[src/rtl/mant_mult_pkg.sv]
// Shared types and constants for the sequential mantissa multiplier.
package mant_mult_pkg;

  typedef enum logic [1:0] {
    IDLE = 2'd0,
    BUSY = 2'd1,
    DONE = 2'd2
  } state_t;

  localparam int MANT_W_DEFAULT = 24;

  // Step counter must count 0..W, so it needs clog2(W+1) bits.
  function automatic int cnt_width(input int w);
    return $clog2(w + 1);
  endfunction

endpackage

[src/rtl/mant_mult_step.sv]
// One radix-2 shift-add step: the sequential equivalent of a single
// array-multiplier row.
module mant_mult_step
  import mant_mult_pkg::*;
#(
  parameter int W = MANT_W_DEFAULT
) (
  input  logic [W:0]   acc,
  input  logic [W-1:0] q,
  input  logic [W-1:0] m,
  output logic [W:0]   acc_next,
  output logic [W-1:0] q_next
);

  logic [W:0] sum;

  // acc is one bit wider than m, so the add cannot overflow.
  always_comb begin
    sum      = acc + (q[0] ? {1'b0, m} : '0);
    acc_next = {1'b0, sum[W:1]};
    q_next   = {sum[0], q[W-1:1]};
  end

endmodule

[src/rtl/mant_mult_seq.sv]
// Sequential W x W -> 2W unsigned mantissa multiplier, one multiplier bit per cycle.
// Optional MANT_MULT_ZERO_SKIP_EN: a zero operand jumps straight to DONE with product 0.
//
// state | meaning
// IDLE  | waiting for an operand pair; in_ready high
// BUSY  | running the W shift-add steps
// DONE  | product valid, held until out_ready
module mant_mult_seq
  import mant_mult_pkg::*;
#(
  parameter int W = MANT_W_DEFAULT
) (
  input  logic           clk,
  input  logic           rst,
  input  logic           in_valid,
  output logic           in_ready,
  input  logic [W-1:0]   a,
  input  logic [W-1:0]   b,
  output logic           out_valid,
  input  logic           out_ready,
  output logic [2*W-1:0] product,
  output logic           busy
);

  localparam int             CW   = cnt_width(W);
  localparam logic [CW-1:0]  LAST = CW'(W - 1);

  state_t        state;
  logic [W:0]    acc;
  logic [W-1:0]  q;
  logic [W-1:0]  m;
  logic [CW-1:0] cnt;
  logic [W:0]    acc_nx;
  logic [W-1:0]  q_nx;
  logic          accept;
  logic          zero_op;

  assign in_ready = (state == IDLE) && !rst;
  assign accept   = in_valid && in_ready;

`ifdef MANT_MULT_ZERO_SKIP_EN
  assign zero_op = (a == '0) || (b == '0);
`else
  assign zero_op = 1'b0;
`endif

  mant_mult_step #(.W(W)) u_step (
    .acc      (acc),
    .q        (q),
    .m        (m),
    .acc_next (acc_nx),
    .q_next   (q_nx)
  );

  always_ff @(posedge clk or posedge rst) begin
    if (rst) begin
      state     <= IDLE;
      acc       <= '0;
      q         <= '0;
      m         <= '0;
      cnt       <= '0;
      product   <= '0;
      busy      <= 1'b0;
      out_valid <= 1'b0;
    end else begin
      case (state)
        IDLE: begin
          if (accept) begin
            m   <= a;
            q   <= b;
            acc <= '0;
            cnt <= '0;
            if (zero_op) begin
              product   <= '0;
              out_valid <= 1'b1;
              state     <= DONE;
            end else begin
              busy  <= 1'b1;
              state <= BUSY;
            end
          end
        end
        BUSY: begin
          acc <= acc_nx;
          q   <= q_nx;
          cnt <= cnt + 1'b1;
          // The final step's result goes straight into the product register.
          if (cnt == LAST) begin
            product   <= {acc_nx[W-1:0], q_nx};
            busy      <= 1'b0;
            out_valid <= 1'b1;
            state     <= DONE;
          end
        end
        DONE: begin
          if (out_ready) begin
            out_valid <= 1'b0;
            state     <= IDLE;
          end
        end
        default: begin
          busy      <= 1'b0;
          out_valid <= 1'b0;
          state     <= IDLE;
        end
      endcase
    end
  end

endmodule

[config.mk]
export PLATFORM = sky130hd
export DESIGN_NAME = mant_mult_seq
export DESIGN_NICKNAME = d
export VERILOG_FILES = /design/src/rtl/mant_mult_pkg.sv /design/src/rtl/mant_mult_step.sv /design/src/rtl/mant_mult_seq.sv
export SDC_FILE = /design/constraint.sdc
export NUM_CORES = 1
export LEC_CHECK = 0
export BUFFER_PORTS_ARGS = -buffer_cell sky130_fd_sc_hd__buf_4
export CAP_MARGIN = 5
export CORE_ASPECT_RATIO = 0.75
export CORE_MARGIN = 4
export CORE_UTILIZATION = 40
export CTS_CLUSTER_SIZE = 25
export DETAILED_ROUTE_END_ITERATION = 6
export PLACE_DENSITY_LB_ADDON = 0.3
export SKIP_CTS_REPAIR_TIMING = 1
export SLEW_MARGIN = 20
export SYNTH_ARGS = -nofsm -noshare
export SYNTH_HDL_FRONTEND = slang
export SYNTH_SLANG_ARGS = --single-unit
export TNS_END_PERCENT = 100
[constraint.sdc]
create_clock -name clk -period 3.3 [get_ports clk]
set_input_delay 0 -clock clk [delete_from_list [all_inputs] [get_ports clk]]
set_output_delay 0 -clock clk [all_outputs]
set_load 0.05 [all_outputs]
Yosys cells after proc, flatten, opt, wreduce, memory -nomap -nowiden:

Cells that the tools add are included.

* register bits after elaboration: 130
* input port bits: 52
* output and inout bits: 51
* logic and storage cells: 46

* add/subtract/negate cells: 2
* equality and inequality tests: 6
* multiplexer cells: 17
* bitwise gates (word level): 2
* reduce and logical (&&, ||, !) cells: 11

Operators with widths (number)
* 25-bit one-hot mux with 2 select lines: 1
* 24-bit two-way mux: 2
* 24-bit one-hot mux with 2 select lines: 1
* 25-bit adder: 1
* 25-bit two-way mux: 1
* 5-bit one-hot mux with 2 select lines: 1
* 3-bit AND reduction: 3
* 2-bit two-way mux: 3
* 2-bit != test (second input constant): 3
* 1-bit one-hot mux with 3 select lines: 2
* 2-bit one-hot mux with 3 select lines: 1
* 2-bit AND reduction: 3
* 5-bit by 1-bit adder with 5-bit output (second input constant): 1
* 5-bit == test (second input constant): 1
* 5-bit two-way mux: 1
* 1-bit two-way mux: 4
* 2-bit by 1-bit == test with 1-bit output (second input constant): 1
* 2-bit == test (second input constant): 1
* 1-bit logical AND: 2
* 2-bit logical NOT: 1
* 1-bit NOT: 2
* 2-bit nonzero test: 1
* 1-bit logical NOT: 1

Depth between registers and ports, before layout:

Gate-level depths: netlist of the first run.

* depth after elaboration: 5
* gate-level depth with buffers: 11

Hierarchy:

A second synthesis of the first run with hierarchy kept.

* cells, all modules: 626
* area total of the unflattened synthesis: 6911.6 µm²

By module, submodules not included
* mant_mult_seq: times used 1, cells each 414, area an instance 5352.6 µm², sequential area each 3253.1 µm²
* mant_mult_step: times used 1, cells each 212, area an instance 1559.0 µm², sequential area each 0.0 µm²

Worst setup path before layout of the first run:

No wires, ideal clock.

* kind: register to register
* start point: reg q[0]
* end point: reg acc[23]
* library setup time: 135 ps
* arrival time: 2473 ps
* slack: 692 ps
* stages on the path, launching flop included: 11
* path buffers: 0
* path through: dfrtp_1 and2_1 ha_1 fa_1 a21o_1 a221oi_2 a211oi_2 o211ai_2 a21oi_2 a311oi_2 o31ai_1

* word-level cells in the longest chain between the ends: 3

RTL lines
* from (decl): line mant_mult_seq.sv:30 `logic [W-1:0] q;`
* from (signal assigned): line mant_mult_seq.sv:85 `q <= q_nx;`
* 24-bit two-way mux: line mant_mult_step.sv:19 `sum = acc + (q[0] ? {1'b0, m} : '0);`
* 25-bit adder: line mant_mult_step.sv:19
* 25-bit one-hot mux with 2 select lines: line mant_mult_seq.sv:66 `case (state)`
* to (signal assigned): line mant_mult_seq.sv:84 `acc <= acc_nx;`
* to (decl): line mant_mult_seq.sv:29 `logic [W:0] acc;`

Every way passes these cells.
A chain may end at the register's enable or synchronous reset.

Worst setup path after layout of the first run:

Same ends and word-level chain as after synthesis.

==> out/metrics.csv, run 1 <==
metric,value,unit
status,"complete, no violations",
R2R cell count,10,
Mapped Avg Cell Area,8.63,µm²
Worst Hold Launch,in_valid,
Total GRT Usage,18.3,%
Core Rows,39,
RSZ-0062 raised after global routing,no,
"Req. time, crit path",3550,ps
asr flop ratio synth,100,%
kind of critical path,flop to flop,
"Clk Latency, worst-skew pair",420,ps
detailed placement HPWL,10700,µm
Final period util,91.6,%
Synth Register Bits,129,
sw power,4.32,mW
Die ar.,0.0182,mm²
final non-filler cell total,1104,
main combinational cell family by area after synthesis,simple AND/OR/NAND/NOR gates,
fin. max-slew vios,0,
Max VDD drop,0.000529,V
crit path launch type,flop,
Core Area,0.0155,mm²
"CTS clk-pin slew, worst paths",60,ps
largest net degree at the start of global routing,103,
# setup viols final,0,
placed cells,1023,
Clk pwr share,19.4,%
Worst slew margin,32.3,%
I/O Buffers,102,
share of power burned in registers,28.6,%
Hold WC Path Type,primary input to flop,
leakage,4.16,nW
Synth Area in Adders,5.17,%
vias in the first global route,5229,
CP Max Fanout,11,
Routed WL per cell,15.2,µm
"setup slack, reg-to-reg",280,ps
Cell Pwr Density,1120,mW/mm²
synthesized cell area,0.00644,mm²
"Seq/Total Area, Yosys",50.2,%
initial core utilization,41.5,%
storage element area,0.00323,mm²
Nets,965,
Final Hold Fails,0,
CTS tree,done,
clk buf depth,2,
Post-Synth XOR/XNOR Area,2.86,%
Syn Nets,824,
total grt overflow,0,
Setup TNS Final,0,ps
# DRC,0,
Post-DRT Antenna Nets,0,
diodes inserted,0,
Synth Area in Compound Gates,13.8,%
worst reg2reg path startpoint,q[0],
Die Span X,154,µm
Synth Area in Simple Gates,25.1,%
CP arrival,3270,ps
switching power share of the total,45.1,%
H-tree levels,4,
Die Ht,118,µm
Num CTS Buffers,17,
Top Ports,103,
Post-synth EDFFs,0,
hold endpoint,q[15],
Critical R2R Capture,acc[23],
Crit. End Element,flop,
Fill cells,1421,
Clock Sinks,129,
vias post-DR,5649,
Tmin final,3020,ps
Fin Clk Skew,10.8,ps
drt total wl,16800,µm
hold path depth,5,
worst-margin pin slew,1010,ps
layout cells sized above 1,17.5,%
First-pass DRT Iterations,5,
gp weighted congestion,0.916,
post-synthesis mux area share,0.311,%
# Max-Cap Violations,0,
Final Total Pwr,9.57,mW
Area Overhead vs Synth,32.5,%
1st-iter DRT viols,481,
Comb pwr share,52.0,%
global-route wire length before repair,27300,µm
Root Driver,clkbuf_16,
Main synth FF type,dfrtp_1,
Int Pwr,5.26,mW
initial antenna violation count,1,
Syn Inst Count,746,
routed vias/inst,5.12,
area of the multi-input gates,0.00306,mm²
"Distinct cells, synth",46,
f_max,331,MHz
Yosys warnings,0,
## synthesized netlist by cell type (all sizes together), types with 4 or more instances
cell type,count,area share (%)
o21ai,62,4.8
nand4,5,0.49
nor2,41,2.4
a21oi,28,2.2
o21a,4,0.47
inv,5,0.29
a21o,5,0.58
clkbuf,35,2.0
xnor2,7,0.95
nand2b,4,0.39
xor2,14,1.9
nand2,247,14
o31ai,8,0.93
a31oi,27,2.6
ha,25,4.9
dfrtp,129,50
nand3,28,2.2
and2,27,2.6
buf,5,0.31
## layout make-up
type	count	area share [%]
Clock inverter	10	1.29
Inverter	5	0.264
Clock buffer	21	5.52
Timing Repair Buffer	162	16.2
Tap cell	205	3.01
Sequential cell	129	37.8
Multi-Input combinational cell	572	35.9
## power by group through the flow
stage | registers (mW) | logic [mW] | clock network, mW
after floorplan | 3.35 | 2.92 | 0
after global placement | 2.75 | 4.79 | 0
after detailed placement | 2.74 | 4.86 | 0
after CTS | 2.74 | 4.88 | 1.91
after global routing | 2.83 | 5.52 | 1.97
final | 2.74 | 4.97 | 1.86
## worst max path at each step
| stage | slack (ps) | cells after the start | to | start |
|---|---|---|---|---|
| finish | 280 | 10 | acc[23] | q[0] |
| global route | 80 | 10 | acc[23] | q[0] |
| CTS | 230 | 10 | acc[23] | q[0] |
| detailed placement | 280 | 10 | acc[23] | q[0] |
| global placement | 310 | 10 | acc[23] | q[0] |
| floorplan | 690 | 10 | acc[23] | q[0] |
## kinds of logic (layout without fill, tap and decap cells)
kind of cell    after synthesis  after routing
simple gates                375            375
mux                           2              2
xor+xnor                     21             21
flops                       129            129
fa+ha+maj                    26             26
compound gates              148            148
buf+inv                      45            198
## worst max-delay path, cell delays in order, from the launching register on
cell      delay [ps]
dfrtp_1          480
and2_1           210
ha_1             200
fa_1             400
a21o_1           210
a221oi_4         330
a211oi_2         170
o211ai_2         300
a21oi_2          150
a311oi_2         310
o31ai_1          100
## routing by layer
layer,track usage (%),vias to the layer above,wire (µm)
li1,-,2805,-
met1,29.1,2669,8720
met2,24.6,161,7060
met3,4.92,14,914
met4,4.08,0,127
met5,0,-,0
## per-stage QoR
step	instance area (µm²)	hold slack [ps]	worst slack, ps	util, %
global placement	7440	77.9	305	47.9
global route	8530	90.1	77.1	55.0
finish	8530	128	277	55.0
detailed placement	7440	82.3	277	47.9
floorplan	6440	105	692	-
CTS	8020	-371	227	51.7
## registers in the layout, summed over array words and instances, names as in the netlist
name,flops
acc,24
q,24
busy,1
state,2
out_valid,1
m,24
cnt,5
product,48
## cells in the final DEF, fill, tap and decap left out, types with 4 or more instances in the layout
cell type | Yosys | final
a21o_1 | 5 | 5
a21oi_1 | 27 | 27
a31oi_1 | 27 | 27
and2_1 | 27 | 26
buf_4 | 0 | 109
clkbuf_16 | 0 | 17
clkinv_2 | 0 | 5
dfrtp_1 | 129 | 129
dlygate4sd3_1 | 0 | 50
ha_1 | 25 | 25
inv_1 | 5 | 4
nand2_1 | 247 | 245
nand3_1 | 28 | 28
nand4_1 | 5 | 5
nor2_1 | 41 | 41
o21a_1 | 4 | 4
o21ai_0 | 60 | 60
o31ai_1 | 8 | 8
xnor2_1 | 7 | 7
xor2_1 | 14 | 14
Note: power is estimated with default switching activity, not from simulation.
==> run 2, diff against run 1 <==
--- a/config.mk
+++ b/config.mk
@@ -10,6 +10,7 @@
 export CORE_ASPECT_RATIO = 0.75
 export CORE_MARGIN = 4
 export CORE_UTILIZATION = 40
+export CTS_BUF_LIST = sky130_fd_sc_hd__clkbuf_4
 export CTS_CLUSTER_SIZE = 25
 export DETAILED_ROUTE_END_ITERATION = 6
 export PLACE_DENSITY_LB_ADDON = 0.3
@@ -18,4 +19,3 @@
 export SYNTH_ARGS = -nofsm -noshare
 export SYNTH_HDL_FRONTEND = slang
 export SYNTH_SLANG_ARGS = --single-unit
-export TNS_END_PERCENT = 100
==> out/metrics.csv, run 2 (synthesis gave the netlist of run 1 again) <==
metric,value,unit,change
met2 usage,24.4,%,-0.19 points
Fill cells,1444,,+1.6%
final non-filler cell total,1122,,+1.6%
Cell Pwr Density,1060,mW/mm²,-5.7%
Nets,983,,+1.9%
clk buf depth,2,,unchanged
RSZ-0062 raised after global routing,no,,
routed vias/inst,5.13,,+0.21%
Final period util,91.9,%,+0.31 points
max reg flops,48,,unchanged
"Req. time, crit path",3710,ps,+160 ps
CP Cell Sequence,and2_1 > ha_1 > fa_1 > a21o_1 > a221oi_4 > a211oi_2 > o211ai_2 > a21oi_2 > a311oi_2 > o31ai_1,,
worst reg2reg path startpoint,q[0],,
"Clk Latency, worst-skew pair",560,ps,+140 ps
status,"complete, no violations",,
initial core utilization,41.5,%,unchanged
Root Driver,clkbuf_4,,
met3 Use GR,4.37,%,-0.55 points
Crit. End Element,flop,,
Routed WL per cell,15.0,µm,-1.5%
leakage,4.10,nW,-1.5%
final worst slack,267,ps,-10.2 ps
I/O Buffers,102,,unchanged
CP top delay family,compound AO/OA/AOI/OAI gates,,
First-pass DRT Iterations,5,,unchanged
Worst slew margin,34.2,%,+1.9 points
Fin Clk Skew,18.1,ps,+7.36 ps
fin. max-slew vios,0,,unchanged
largest net degree at the start of global routing,103,,unchanged
CTS tree,done,,
"CTS clk-pin slew, worst paths",120,ps,+60 ps
global-route wire length before repair,27100,µm,-0.56%
grt met1 use,28.9,%,-0.19 points
Total GRT Usage,18.3,%,+0.020 points
Worst setup startpoint,q[0],,
detailed placement HPWL,10700,µm,unchanged
crit path max-delay cell type,dfrtp_1,,
crit path launch type,flop,,
kind of critical path,flop to flop,,
# DRC,0,,unchanged
diodes inserted,0,,unchanged
# setup viols final,0,,unchanged
drt total wl,16800,µm,+0.11%
Max VDD drop,0.000488,V,-7.8%
Die Span X,154,µm,unchanged
Core Area,0.0155,mm²,unchanged
Final Hold Fails,0,,unchanged
H-tree levels,4,,unchanged
vias in the first global route,5236,,+0.13%
gp weighted congestion,0.916,,unchanged
R2R cell count,10,,unchanged
Core Rows,39,,unchanged
initial antenna violation count,1,,unchanged
Die ar.,0.0182,mm²,unchanged
placed cells,1023,,unchanged
"most common cell after layout, fill and taps aside",nand2_1,,
Tmin final,3030,ps,+10.2 ps
f_max,330,MHz,-0.34%
Hold WC Path Type,primary input to async pin,,
CP arrival,3440,ps,+170 ps
Buffers & Inverters on Critical Path,0,,unchanged
Num CTS Buffers,17,,unchanged
WP depth,10,,unchanged
Post-DRT Antenna Nets,0,,unchanged
worst-margin pin slew,987,ps,-28.0 ps
Setup TNS Final,0,ps,unchanged
Final Core Density,54.0,%,-0.93 points
CP Max Fanout,11,,unchanged
Top Ports,103,,unchanged
grt peak-use layer,met1,,
highest-count cells in the layout ignoring fill and taps,"245 x nand2_1, 129 x dfrtp_1, 109 x buf_4",,
Place WS,277,ps,unchanged
vias post-DR,5753,,+1.8%
Die Ht,118,µm,unchanged
Reg with most FFs,product,,
Clock Sinks,129,,unchanged
layout cells sized above 1,16.9,%,-0.56 points
1st-iter DRT viols,490,,+1.9%
Area Overhead vs Synth,30.3,%,
# Max-Cap Violations,0,,unchanged
total grt overflow,0,,unchanged
"Largest stage delay, worst path",490,ps,about the same
## run 2: cell types whose count changed in the layout (fill, tap and decap cells not counted), sizes merged
| cell | before | now |
|---|---|---|
| clkinv | 7 | 10 |
| clkbuf | 21 | 18 |
| dlygate4sd3 | 50 | 68 |
## run 2: where the power goes
group	switching, mW	internal [mW]
registers	0.444	2.28
logic	3.18	1.92
clock network	0.607	0.440
total	4.23	4.65
## run 2: worst reg2reg max path, cell delays in order (launching register included)
cell and delay [ps]:
dfrtp_1 490, and2_1 200, ha_1 200, fa_1 400
a21o_1 210, a221oi_4 330, a211oi_2 170, o211ai_2 300
a21oi_2 150, a311oi_2 320, o31ai_1 100
## run 2: final timing paths
kind / endpoint / slack [ps]
worst max register to register: acc[23] / 270
max in group asynchronous: acc[14] / 2490
worst min register to register: m[17] / 480
min in group clk: m[18] / 180
worst min-delay path: q[16] / 20
worst max-delay path: acc[23] / 270
## run 2: through the flow
| stage | instance area (µm²) | hold WS [ps] | power (mW) |
|---|---|---|---|
| finish | 8390 | 22.5 | 8.88 |
| global route | 8390 | 39.7 | 9.64 |
| CTS | 7690 | -559 | 8.68 |
| detailed placement | 7440 | 82.3 | 7.61 |
| global placement | 7440 | 77.9 | 7.53 |
| floorplan | 6440 | 105 | 6.27 |
## run 2: area by class of cell
cell class / instances / area (µm²) / area share, %
multi-input combinational: 572 / 3060 / 36.5
clock inverter: 13 / 121 / 1.45
tap: 205 / 256 / 3.06
clock buffer: 18 / 135 / 1.61
inverter: 5 / 22.5 / 0.269
timing repair buffer: 180 / 1560 / 18.6
sequential: 129 / 3230 / 38.5
## run 2: per-layer routing
metal  wire length, µm  share of wire (%)
met1              8500                 50
met2              7080                 42
met3              1020                6.0
met4               244                1.4
met5                 0                  0
